[config.mk]
export PLATFORM = sky130hd
export DESIGN_NAME = fetch_sequencer
export DESIGN_NICKNAME = d
export VERILOG_FILES = /design/src/rtl/fetch_pkg.sv /design/src/rtl/sat_counter.sv /design/src/rtl/fetch_sequencer.sv
export SDC_FILE = /design/constraint.sdc
export NUM_CORES = 1
export LEC_CHECK = 0
export ABC_CLOCK_PERIOD_IN_PS = 1910
export CAP_MARGIN = 20
export CORE_AREA = 2 2 87 73
export DETAILED_ROUTE_END_ITERATION = 8
export DIE_AREA = 0 0 89 75
export PLACE_DENSITY = 0.81
export SYNTH_ARGS = -nofsm -noshare
export SYNTH_HDL_FRONTEND = slang
export SYNTH_HIERARCHICAL = 1
export SYNTH_SLANG_ARGS = --single-unit
[constraint.sdc]
create_clock -name clk -period 1.91 [get_ports clk]
set_input_delay 0.573 -clock clk [delete_from_list [all_inputs] [get_ports clk]]
set_output_delay 0.573 -clock clk [all_outputs]
set_load 0.005 [all_outputs]
[src/rtl/fetch_pkg.sv]
// Shared types and default parameters for the instruction fetch sequencer.
package fetch_pkg;

  typedef enum logic [2:0] {
    ST_BOOT,
    ST_REQ,
    ST_WAIT,
    ST_HOLD,
    ST_DROP
  } fetch_state_t;

  localparam int BOOT_CYCLES_DEFAULT = 4;
  localparam int TIMEOUT_DEFAULT     = 255;
  localparam int WAIT_CNT_W          = 8;

endpackage

[src/rtl/sat_counter.sv]
// Saturating up-counter with synchronous clear; sticks at all-ones.
module sat_counter #(
  parameter int WIDTH = 8
) (
  input  logic             clk,
  input  logic             reset,
  input  logic             i_clear,
  input  logic             i_inc,
  output logic [WIDTH-1:0] o_count
);

  logic [WIDTH-1:0] r_count;

  always_ff @(posedge clk or posedge reset) begin
    if (reset) begin
      r_count <= '0;
    end else if (i_clear) begin
      r_count <= '0;
    end else if (i_inc && (r_count != '1)) begin
      r_count <= r_count + WIDTH'(1);
    end
  end

  assign o_count = r_count;

endmodule

[src/rtl/fetch_sequencer.sv]
// Instruction fetch sequencer: issues imem requests, captures returned
// instructions and arbitrates stall, redirect and timeout.
module fetch_sequencer
  import fetch_pkg::*;
#(
  parameter int DATA_WIDTH  = 32,
  parameter int BOOT_CYCLES = BOOT_CYCLES_DEFAULT,
  parameter int TIMEOUT     = TIMEOUT_DEFAULT
) (
  input  logic                  clk,
  input  logic                  reset,
  input  logic                  stallF,
  input  logic                  PCSrcE,
  input  logic                  imem_ack,
  input  logic [DATA_WIDTH-1:0] imem_rdata,
  output logic                  imem_req,
  output logic                  pc_enable,
  output logic [DATA_WIDTH-1:0] instrF,
  output logic                  validF,
  output logic                  flushD,
  output logic                  timeout_err
);

  localparam int BOOT_W = (BOOT_CYCLES > 2) ? $clog2(BOOT_CYCLES) : 1;
  localparam logic [BOOT_W-1:0]     BOOT_LAST    = BOOT_W'(BOOT_CYCLES - 1);
  localparam logic [WAIT_CNT_W-1:0] TIMEOUT_LAST = WAIT_CNT_W'(TIMEOUT - 1);

  fetch_state_t r_state;
  fetch_state_t w_nextState;

  logic [BOOT_W-1:0]     r_bootCnt;
  logic [DATA_WIDTH-1:0] r_instrF;
  logic                  r_validF;
  logic                  r_timeoutErr;
  logic [WAIT_CNT_W-1:0] w_waitCnt;

  logic w_imemReq;
  logic w_pcEnable;
  logic w_flushD;
  logic w_capture;
  logic w_setTimeout;
  logic w_waitClear;
  logic w_waitInc;
  logic w_timeout;

  sat_counter #(
    .WIDTH(WAIT_CNT_W)
  ) u_waitCounter (
    .clk    (clk),
    .reset  (reset),
    .i_clear(w_waitClear),
    .i_inc  (w_waitInc),
    .o_count(w_waitCnt)
  );

  // Timeout fires on the cycle whose edge would bring the count to TIMEOUT.
  assign w_timeout = (w_waitCnt >= TIMEOUT_LAST);

  always_ff @(posedge clk or posedge reset) begin
    if (reset) begin
      r_state <= ST_BOOT;
    end else begin
      r_state <= w_nextState;
    end
  end

  always_ff @(posedge clk or posedge reset) begin
    if (reset) begin
      r_bootCnt <= '0;
    end else if ((r_state == ST_BOOT) && (r_bootCnt != BOOT_LAST)) begin
      r_bootCnt <= r_bootCnt + BOOT_W'(1);
    end
  end

  always_comb begin
    w_nextState  = r_state;
    w_imemReq    = 1'b0;
    w_pcEnable   = 1'b0;
    w_flushD     = 1'b0;
    w_capture    = 1'b0;
    w_setTimeout = 1'b0;
    w_waitClear  = 1'b0;
    w_waitInc    = 1'b0;
    unique case (r_state)
      ST_BOOT: begin
        if (r_bootCnt == BOOT_LAST) begin
          w_nextState = ST_REQ;
        end
      end
      ST_REQ: begin
        // A redirect here is taken first; the request goes out next cycle at the new PC.
        if (PCSrcE) begin
          w_flushD   = 1'b1;
          w_pcEnable = 1'b1;
        end else begin
          w_imemReq   = 1'b1;
          w_waitClear = 1'b1;
          w_nextState = ST_WAIT;
        end
      end
      ST_WAIT: begin
        w_waitInc = 1'b1;
        if (PCSrcE) begin
          w_flushD    = 1'b1;
          w_pcEnable  = 1'b1;
          w_nextState = imem_ack ? ST_REQ : ST_DROP;
        end else if (imem_ack) begin
          w_capture = 1'b1;
          if (!stallF) begin
            w_pcEnable  = 1'b1;
            w_nextState = ST_REQ;
          end else begin
            w_nextState = ST_HOLD;
          end
        end else if (w_timeout) begin
          w_setTimeout = 1'b1;
          w_nextState  = ST_REQ;
        end
      end
      ST_HOLD: begin
        if (PCSrcE) begin
          w_flushD    = 1'b1;
          w_pcEnable  = 1'b1;
          w_nextState = ST_REQ;
        end else if (!stallF) begin
          w_pcEnable  = 1'b1;
          w_nextState = ST_REQ;
        end
      end
      ST_DROP: begin
        w_waitInc = 1'b1;
        if (PCSrcE) begin
          w_flushD   = 1'b1;
          w_pcEnable = 1'b1;
          if (imem_ack) begin
            w_nextState = ST_REQ;
          end
        end else if (imem_ack) begin
          w_nextState = ST_REQ;
        end else if (w_timeout) begin
          w_setTimeout = 1'b1;
          w_nextState  = ST_REQ;
        end
      end
      default: begin
        w_nextState = ST_BOOT;
      end
    endcase
  end

  // A capture wins over the clear when the PC advances on the same edge.
  always_ff @(posedge clk or posedge reset) begin
    if (reset) begin
      r_instrF <= '0;
      r_validF <= 1'b0;
    end else if (w_capture) begin
      r_instrF <= imem_rdata;
      r_validF <= 1'b1;
    end else if (w_pcEnable) begin
      r_validF <= 1'b0;
    end
  end

  always_ff @(posedge clk or posedge reset) begin
    if (reset) begin
      r_timeoutErr <= 1'b0;
    end else if (w_setTimeout) begin
      r_timeoutErr <= 1'b1;
    end
  end

  assign imem_req    = w_imemReq;
  assign pc_enable   = w_pcEnable;
  assign flushD      = w_flushD;
  assign instrF      = r_instrF;
  assign validF      = r_validF;
  assign timeout_err = r_timeoutErr;

endmodule

==> impl_metrics.toml <==
[run_status]
status = "finished with violations"
violations = "negative setup slack"

[sta]
finalSetupViolCount = 2
hold_slack_ns = 0.491
slew_violations = 0
final_hold_viol_count = 0
timing.slew.headroom_pct = 78.5
rsz0062_at_grt = "true"
finClkSkew_ns = 0.0118
worstMarginPinSlew_ns = 0.320
period_share_pct = 101
post-route-min-period_ns = 1.93
max_freq_ghz = 0.517
worst_slack_ns = -0.0240

[critical_path]
r2r.worst_path.cells = 7
endpoint_kind = "output port"
worstPathArrival_ns = 1.36
crit_path_cell_trace = "buf_2 > nand2b_4 > a211o_1 > o211ai_1 > buf_2"
cpMostUsedCell = "buf_2"
setup.worst_path.start_class = "primary input"
reg2reg_to = "u_waitCounter/o_count[5]$_DFFE_PP0P_"
cp.required_ns = 1.34
cp_max_fo = 4
r2r_slack_ns = -0.01
worstSetupPathType = "in -> out"
critPathSlowestCell = "a211o_1"
critPathMaxStageDelay_ns = 0.25
r2r-start = "r_state[1]$_DFFE_PP0P_"

[power]
switching_share_pct = 28.5
p_switching_uw = 1330
leakagePower_uw = 0.00162
clkPwrFrac_pct = 15.0
internal_power_uw = 3340
pwr_density_cell_nw_per_um2 = 1330
power.share.sequential_pct = 35.8
ir_worst_vdd_mv = 0.680
power.share.combinational_pct = 49.2

[cts]
cts-htree-levels = 2
numCtsBuffers = 5
clock_latency_ns = 0.29
path_clk_slew_ns = 0.09
cts_tree = "built"
cts_sinks = 47
clockBufferDepth = 2
hold_buffers = 0
cts-root-buf = "clkbuf_8"

[min_path]
min_from = "r_bootCnt[0]$_DFFE_PP0P_"
hold_depth = 1
holdPathEnd = "r_bootCnt[0]$_DFFE_PP0P_"
hold_class = "reg -> reg"

[final_layout]
drive_gt1_share_pct = 35.4
multi_input_area_um2 = 1130
n_fill_cell = 480
nNetsFinal = 319
num_antenna_cells = 0
instances_no_fill = 361
final_cell_mix = "67 x clkdlybuf4s50_1, 45 x dfrtp_1, 33 x mux2_4, 25 x buf_4, 13 x nor2_1"
regArea_um2 = 1180
area_delta_synth_final_pct = 48.0
layout_commonest_cell = "clkdlybuf4s50_1"

[synthesis]
netlist_area_um2 = 2360
postSynthAreaPerCell_um2 = 13.1
syn_nets = 219
synth_cell_types = 44
yosysWarnings = 6
ys_seq_area_share_pct = 49.7
ys_ff_latch = 47
synth.top_cell.area_share_pct = 49.7
synthArstFlopShare_pct = 100
yosys.area.top_type = "dfrtp_1"
synth_edf_count = 0
yosys-top-cells-area = "dfrtp_1 50%, mux2_4 21%, nor2_1 2.2%"
synthesis.instances = 180
synth_flop_cell = "dfrtp_1"

[detailed_routing]
drt_pass1_iterations = 4
vias_per_cell = 4.97
routed_wl_um = 5330
avgRoutedWirePerCell_um = 14.8
num_vias = 1794
drt.antenna.violating_nets = 0
drc = 0
dr.first_iter.drc_count = 78

[place]
dp_cells = 348
pre_cts_ws_ns = -0.858
io_buffer_count = 73
place.gp.congestion = 0.862
dp_hpwl_um = 3940

[floorplan]
design.core.area_um2 = 5760
dieHeight_um = 75
rows = 25
io-pin-count = 74
start_util_pct = 41.1
dieArea_um2 = 6680
die_x_um = 89

[global_route]
antenna_found_initial = 0
grt_usage_pct = 16.4
grt_start_max_net_pins = 27
grt-ovfl-total = 0
grt_pass1_wl_um = 8420
grt_pass1_vias = 1816

[flow_run]
maxCapViolations = 0
==> power groups by stage <==
stage	clock, uW	combinational (uW)	sequential, uW
after floorplan	0	1050	1660
after global placement	0	2140	1640
after detailed placement	0	2190	1670
after CTS	733	2310	1670
after global routing	771	2480	1720
final	699	2290	1670
==> worst max-delay path by stage <==
| stage | startpoint | end | cells after the start |
|---|---|---|---|
| after floorplan | r_state[1]$_DFFE_PP0P_ | u_waitCounter/o_count[5]$_DFFE_PP0P_ | 6 |
| after global placement | stallF | pc_enable | 5 |
| after detailed placement | stallF | pc_enable | 5 |
| after CTS | r_state[2]$_DFFE_PP0P_ | pc_enable | 4 |
| after global routing | r_state[1]$_DFFE_PP0P_ | u_waitCounter/o_count[5]$_DFFE_PP0P_ | 7 |
| final | stallF | pc_enable | 5 |
==> routing by layer <==
metal | up-vias | GRT usage, % | routed length, um
met1 | 892 | 22.3 | 2370
met5 | - | 0 | 0
met3 | 6 | 3.29 | 337
met4 | 0 | 6.14 | 74
met2 | 59 | 26.4 | 2550
li1 | 837 | - | -
==> synthesized netlist by cell type, types with 2 or more instances <==
cell type	number
o21ai_1	2
a21oi_1	6
dfrtp_1	47
nor3_1	3
nand2b_1	4
nor2b_1	5
o211ai_1	2
mux2_2	4
nand4b_1	2
nand3_1	4
mux2_4	33
buf_2	3
o21ai_0	2
nand2_1	5
ha_1	2
nand4_1	4
inv_1	7
nor2_1	14
xor2_1	2
buf_6	4
a21oi_2	2
==> metrics by stage <==
stage / TNS (ns) / utilization (%) / total power (uW) / instance area, um^2
floorplan: 0 / - / 2720 / 2360
global placement: -12.64 / 57.4 / 3790 / 3300
detailed placement: -13.55 / 57.4 / 3850 / 3300
CTS: -0.0326 / 60.7 / 4710 / 3490
global route: -0.369 / 60.8 / 4970 / 3500
finish: -0.0387 / 60.8 / 4660 / 3500
==> registers in the layout, summed over array words and instances (netlist names) <==
name / count
timeout_err: 1
r_state: 3
instrF: 32
validF: 1
u_waitCounter/o_count: 8
r_bootCnt: 2
==> critical path, delay by kind of cell <==
family,cells,cell delay (ns)
AO/OA/AOI/OAI,2,0.37
AND/OR/NAND/NOR,1,0.13
buffers and inverters,2,0.28
==> cells by family after synthesis <==
logic type | share of synthesized area (%)
xor gates and xnor gates | 0.741
AOI/OAI and AO/OA | 8.10
buffers and inverters | 4.71
and+or+nand+nor | 12.4
adders and majority gates | 1.06
muxes | 23.3
DFF | 49.7
==> timing repair <==
action,in CTS,in global routing
pin swaps,7,1
endpoints found under the setup margin,7,6
buffers inserted,5,1
gates resized for setup,38,0
==> layout make-up <==
class                   count  area share, %
flip-flops and latches     47           33.7
multi-input cells         116           32.3
repair buffers            103           27.4
well taps                  81           2.90
clock buffers               5           1.97
clock inverters             2           1.07
inverters                   7          0.751
Note: power is estimated with default switching activity, not from simulation.
